**src/rtl/mux_scan_sequencer_pkg.sv**
```systemverilog
// rtl/mux_scan_sequencer_pkg.sv - shared state encodings and channel constants for the mux scan sequencer
package mux_scan_sequencer_pkg;

    typedef enum logic {
        ST_IDLE = 1'b0,
        ST_SCAN = 1'b1
    } state_t;

    localparam int N_CH  = 4;
    localparam int SEL_W = 2;

endpackage

```
**src/rtl/mux_scan_sequencer_if.sv**
```systemverilog
// rtl/mux_scan_sequencer_if.sv - control, mux and frame signals between the sequencer and its environment
interface mux_scan_sequencer_if;
    import mux_scan_sequencer_pkg::*;

    logic             start;
    logic             continuous;
    logic             abort;
    logic             mux_y;
    logic [SEL_W-1:0] sel;
    logic [N_CH-1:0]  frame;
    logic             frame_valid;
    logic             busy;

    modport master (
        input  start, continuous, abort, mux_y,
        output sel, frame, frame_valid, busy
    );

    modport slave (
        output start, continuous, abort, mux_y,
        input  sel, frame, frame_valid, busy
    );
endinterface

```
**src/rtl/mux_scan_sequencer_dwell_counter.sv**
```systemverilog
// rtl/mux_scan_sequencer_dwell_counter.sv - per-channel dwell counter, flags the final dwell cycle
module mux_scan_sequencer_dwell_counter #(
    parameter int DWELL = 4,
    parameter int CNT_W = 8
) (
    input  logic clk,
    input  logic rst,
    input  logic clr,
    input  logic en,
    output logic last
);
    localparam logic [CNT_W-1:0] LAST_V = CNT_W'(DWELL - 1);

    if (DWELL < 1 || DWELL > 255) begin : g_bad_dwell
        $error("DWELL must be in 1..255");
    end
    if ((64'd1 << CNT_W) < 64'(DWELL)) begin : g_bad_cnt_w
        $error("CNT_W too narrow for DWELL");
    end

    logic [CNT_W-1:0] cnt;

    assign last = (cnt == LAST_V);

    // Wraps on the last dwell cycle so the count never passes DWELL-1
    always_ff @(posedge clk or posedge rst) begin
        if (rst) begin
            cnt <= '0;
        end else if (clr) begin
            cnt <= '0;
        end else if (en) begin
            cnt <= last ? '0 : cnt + 1'b1;
        end
    end
endmodule

```
**src/rtl/mux_scan_sequencer.sv**
```systemverilog
// rtl/mux_scan_sequencer.sv - steps a 4:1 mux select through all channels and assembles the samples into frames
module mux_scan_sequencer
    import mux_scan_sequencer_pkg::*;
#(
    parameter int DWELL = 4,
    parameter int CNT_W = 8
) (
    input  logic                  clk,
    input  logic                  rst,
    mux_scan_sequencer_if.master  bus
);
    state_t          state;
    logic            cont_q;
    logic [N_CH-2:0] shadow;
    logic            last;

    mux_scan_sequencer_dwell_counter #(
        .DWELL (DWELL),
        .CNT_W (CNT_W)
    ) u_dwell (
        .clk  (clk),
        .rst  (rst),
        .clr  ((state == ST_IDLE) || bus.abort),
        .en   (state == ST_SCAN),
        .last (last)
    );

    always_ff @(posedge clk or posedge rst) begin
        if (rst) begin
            state           <= ST_IDLE;
            cont_q          <= 1'b0;
            shadow          <= '0;
            bus.sel         <= '0;
            bus.frame       <= '0;
            bus.frame_valid <= 1'b0;
            bus.busy        <= 1'b0;
        end else begin
            bus.frame_valid <= 1'b0;
            case (state)
                ST_IDLE: begin
                    if (bus.start && !bus.abort) begin
                        state    <= ST_SCAN;
                        bus.sel  <= '0;
                        cont_q   <= bus.continuous;
                        bus.busy <= 1'b1;
                    end
                end
                ST_SCAN: begin
                    // Abort outranks a frame completing on the same edge
                    if (bus.abort) begin
                        state    <= ST_IDLE;
                        bus.sel  <= '0;
                        bus.busy <= 1'b0;
                    end else if (last) begin
                        if (bus.sel != SEL_W'(N_CH - 1)) begin
                            for (int k = 0; k < N_CH - 1; k++) begin
                                if (bus.sel == SEL_W'(k)) shadow[k] <= bus.mux_y;
                            end
                            bus.sel <= bus.sel + 1'b1;
                        end else begin
                            bus.frame       <= {bus.mux_y, shadow};
                            bus.frame_valid <= 1'b1;
                            bus.sel         <= '0;
                            if (!cont_q) begin
                                state    <= ST_IDLE;
                                bus.busy <= 1'b0;
                            end
                        end
                    end
                end
                default: state <= ST_IDLE;
            endcase
        end
    end
endmodule

```
**src/flat_wrapper.sv**
```systemverilog
// flat-port wrapper written by rule: the top's interface ports become plain ports
module mux_scan_sequencer_flat import mux_scan_sequencer_pkg::*;
#(
    parameter int DWELL = 4,
    parameter int CNT_W = 8
)
  (clk, rst, bus_start, bus_continuous, bus_abort, bus_mux_y, bus_sel, bus_frame, bus_frame_valid, bus_busy);
  mux_scan_sequencer_if bus_i ();
  input  logic clk;
  input  logic rst;
  input wire logic [$bits(bus_i.start)-1:0] bus_start;
  input wire logic [$bits(bus_i.continuous)-1:0] bus_continuous;
  input wire logic [$bits(bus_i.abort)-1:0] bus_abort;
  input wire logic [$bits(bus_i.mux_y)-1:0] bus_mux_y;
  output wire logic [$bits(bus_i.sel)-1:0] bus_sel;
  output wire logic [$bits(bus_i.frame)-1:0] bus_frame;
  output wire logic [$bits(bus_i.frame_valid)-1:0] bus_frame_valid;
  output wire logic [$bits(bus_i.busy)-1:0] bus_busy;
  assign bus_i.start = bus_start;
  assign bus_i.continuous = bus_continuous;
  assign bus_i.abort = bus_abort;
  assign bus_i.mux_y = bus_mux_y;
  assign bus_sel = bus_i.sel;
  assign bus_frame = bus_i.frame;
  assign bus_frame_valid = bus_i.frame_valid;
  assign bus_busy = bus_i.busy;
  mux_scan_sequencer #(.DWELL(DWELL), .CNT_W(CNT_W)) u_core (.clk(clk), .rst(rst), .bus(bus_i));
endmodule
```
**config.mk**
```make
export PLATFORM = sky130hd
export DESIGN_NAME = mux_scan_sequencer_flat
export DESIGN_NICKNAME = d
export VERILOG_FILES = /design/src/rtl/mux_scan_sequencer_pkg.sv /design/src/rtl/mux_scan_sequencer_if.sv /design/src/rtl/mux_scan_sequencer_dwell_counter.sv /design/src/rtl/mux_scan_sequencer.sv /design/src/flat_wrapper.sv
export SDC_FILE = /design/constraint.sdc
export NUM_CORES = 1
export LEC_CHECK = 0
export ABC_AREA = 1
export CAP_MARGIN = 25
export CORE_MARGIN = 5
export CORE_UTILIZATION = 30
export DETAILED_ROUTE_END_ITERATION = 10
export HOLD_SLACK_MARGIN = 0.08
export PLACE_DENSITY = 0.6
export SETUP_SLACK_MARGIN = 0.15
export SYNTH_ARGS = -nofsm -noshare
export SYNTH_HDL_FRONTEND = slang
export SYNTH_SLANG_ARGS = --single-unit
```
**constraint.sdc**
```tcl
create_clock -name clk -period 2.1 [get_ports clk]
set_input_delay 0.63 -clock clk [delete_from_list [all_inputs] [get_ports clk]]
set_output_delay 0.63 -clock clk [all_outputs]
set_load 0.005 [all_outputs]
```
==> reports/results.tsv, run 1 <==
stage	metric	value	unit
status	status	finished, final reports clean	
route	post_drt_wl_per_cell	10.0	um
die	initial_utilization	31.0	%
cts	clock_latency	0.26	ns
route	viasPerCell	4.37	
global_routing	grt_pass1_wl	3710	um
route	via_count	895	
cts	clock_sinks	21	
worst_setup_path	worstSetupStartpointType	flip-flop	
die	rows	22	
worst_setup_path	arrival	1.24	ns
route	dr.pass1.iters	4	
cts	cts_setup_buffers	0	
worst_setup_path	slowest_delay	0.54	ns
power_and_ir_drop	p_per_area	580	nW/um^2
worst_setup_path	slowest_stage	clkdlybuf4s50_1	
global_routing	grt_max_degree	22	
cts	clkTransAtPathRegs	0.08	ns
worst_setup_path	path_cells	clkdlybuf4s50_1	
route	postRouteAntennaNets	0	
yosys	ys_types	21	
timing	maxSlewViolCount	0	
route	drt_iter0_markers	48	
layout	drive_gt1_share	14.6	%
timing	max_freq	534	MHz
timing	tns	0	ns
worst_setup_path	end_kind	output port	
worst_setup_path	critical_path_buf_inv_count	1	
place	place.gp.congestion	0.807	
yosys	syn_area_per_cell	8.22	sq um
place	dp.cells	201	
global_routing	grt_overflow	0	
timing	rsz0062_at_grt	no	
die	io_pins	14	
yosys	seq_area_frac_synth	46.0	%
layout	design_area	1390	sq um
power_and_ir_drop	ir_drop	0.299	mV
route	routed_wirelength	2050	um
die	core	3690	sq um
cts	cts_tree	yes	
worst_setup_path	required	1.47	ns
layout	n_fill_cell	406	
layout	instances_no_fill	205	
place	place_area	1340	sq um
place	dp.final_hpwl	1600	um
layout	nets	170	
yosys	syn_nets	151	
timing	finalClockSkew	0.00112	ns
global_routing	grt_pass1_vias	855	
route	route.detailed.drc	0	
yosys	ys_seq_elements	21	
run	drv_cap	0	
die	die_h	71.7	um
global_routing	track_usage	8.91	%
place	portBuffers	13	
die	die_x	71.7	um
worst_hold_path	hold_path_class	reg -> reg	
layout	area_growth	21.5	%
layout	diodes	0	
cts	clockRootBuffer	clkbuf_8	
worst_setup_path	critPathKind	reg -> out	
timing	max_slew_margin	82.3	%
worst_setup_path	crit_path_max_fanout	6	
timing	setup_viol	0	
yosys	synth_cells	139	
cts	cts_buffers	3	
timing	hold_violations	0	
timing	min_period	1.87	ns
worst_setup_path	cp_top_family	buffers and inverters	
cts	clock_path_buffers	2	
yosys	synth_area	1140	sq um
timing	tightest_slew	0.263	ns
global_routing	antenna_found_initial	0	
die	die_area	5140	sq um
power_and_ir_drop	leakage	0.658	nW
cts	htreeDepth	1	
timing	finalCritPeriodShare	89.2	%
yosys	yosysWarnings	0	
==> power by group <==
group / leakage (nW) / internal [W] / switching (W) / total, W
Clock: 0.0255 / 0.000132 / 0.000132 / 0.000264
Sequential: 0.269 / 0.000420 / 0.0000134 / 0.000433
Combinational: 0.363 / 0.0000466 / 0.0000608 / 0.000107
==> cell usage after synthesis, drive strengths merged <==
library cell,count,share of area [%]
nand2,34,14
inv,27,8.9
dfrtp,21,46
nor2,17,7.9
nand3,13,6.6
o21ai,8,4.2
ha,6,6.6
nor3,5,2.2
a21oi,4,1.8
clkinv,1,0.44
nand4,1,0.55
o21a,1,0.66
xnor2,1,0.77
==> what timing repair did <==
item | CTS | global route
gates resized for setup | 0 | 1
endpoints found under the setup margin | 0 | 1
hold buffers | 0 | 0
endpoints found under the hold margin | 0 | 0
==> state kept, by name, indices dropped and copies added (netlist names) <==
register	count
u_core.bus.sel	2
u_core.u_dwell.cnt	8
u_core.cont_q	1
u_core.bus.busy	1
u_core.state	1
u_core.bus.frame_valid	1
u_core.shadow	3
u_core.bus.frame	4
==> placed cells by master (no fill, tap or decap), types with 2 or more instances in the layout <==
master / count
nand2_1: 29
inv_1: 23
dfrtp_1: 20
nor2_1: 14
clkdlybuf4s50_1: 13
nand3_1: 11
o21ai_0: 6
ha_1: 6
nor3_1: 5
inv_2: 4
a21oi_1: 4
nand2_4: 3
clkbuf_8: 3
nand2_2: 2
nand3_2: 2
o21ai_2: 2
clkinv_2: 2
==> path summary, 6_finish.rpt <==
kind	start	end	slack [ns]	depth (start not counted)
worst max-delay path	u_core.bus.sel[0]	bus_sel[0]	0.23	1
worst min-delay path	u_core.u_dwell.cnt[0]	u_core.u_dwell.cnt[0]	0.46	1
worst max register to register	u_core.u_dwell.cnt[0]	u_core.bus.sel[1]	0.71	8
worst min register to register	u_core.u_dwell.cnt[0]	u_core.u_dwell.cnt[0]	0.46	1
max in group asynchronous	rst	u_core.bus.sel[1]	1.17	3
min in group asynchronous	rst	u_core.bus.frame_valid	0.70	3
==> layout make-up <==
type / count / area (sq um) / share of cell area, %
multi-input cells: 90 / 510 / 36.8
clock buffers: 3 / 41.3 / 2.98
repair buffers: 14 / 138 / 9.92
clock inverters: 1 / 5.00 / 0.361
inverters: 28 / 106 / 7.66
well taps: 48 / 60.1 / 4.33
flip-flops and latches: 21 / 527 / 38.0
==> through the flow <==
stage	hold WS [ns]	utilization (%)	power (W)	worst slack [ns]
final	0.463	37.6	0.000805	0.227
after global routing	0.480	37.6	0.000858	0.175
after detailed placement	0.458	36.3	0.000550	0.187
after floorplan	0.430	-	0.000505	0.861
after global placement	0.447	36.3	0.000547	0.237
after CTS	0.468	37.6	0.000820	0.206
==> kinds of logic after synthesis <==
logic type / after synthesis / share of synthesized area (%)
simple gates: 70 / 30.8
fa+ha+maj: 6 / 6.57
xor+xnor: 1 / 0.767
buf+inv: 28 / 9.31
compound gates: 13 / 6.57
flops: 21 / 46.0
==> metal layers <==
| metal | up-vias | track usage (%) | wire length (um) |
|---|---|---|---|
| met5 | - | 0 | 0 |
| met4 | 0 | 3.13 | 10 |
| met3 | 2 | 2.66 | 99 |
| met2 | 18 | 13.8 | 896 |
| met1 | 411 | 11.8 | 1040 |
| li1 | 464 | - | - |
Power figures use the tool's default switching activity.
==> run 2: changes to the inputs <==
--- a/config.mk
+++ b/config.mk
@@ -10,7 +10,6 @@
 export CORE_MARGIN = 5
 export CORE_UTILIZATION = 30
 export DETAILED_ROUTE_END_ITERATION = 10
-export HOLD_SLACK_MARGIN = 0.08
 export PLACE_DENSITY = 0.6
 export SETUP_SLACK_MARGIN = 0.15
 export SYNTH_ARGS = -nofsm -noshare
==> results of run 2 <==
The final DEF is identical to that of run 1; final timing and power are the same.
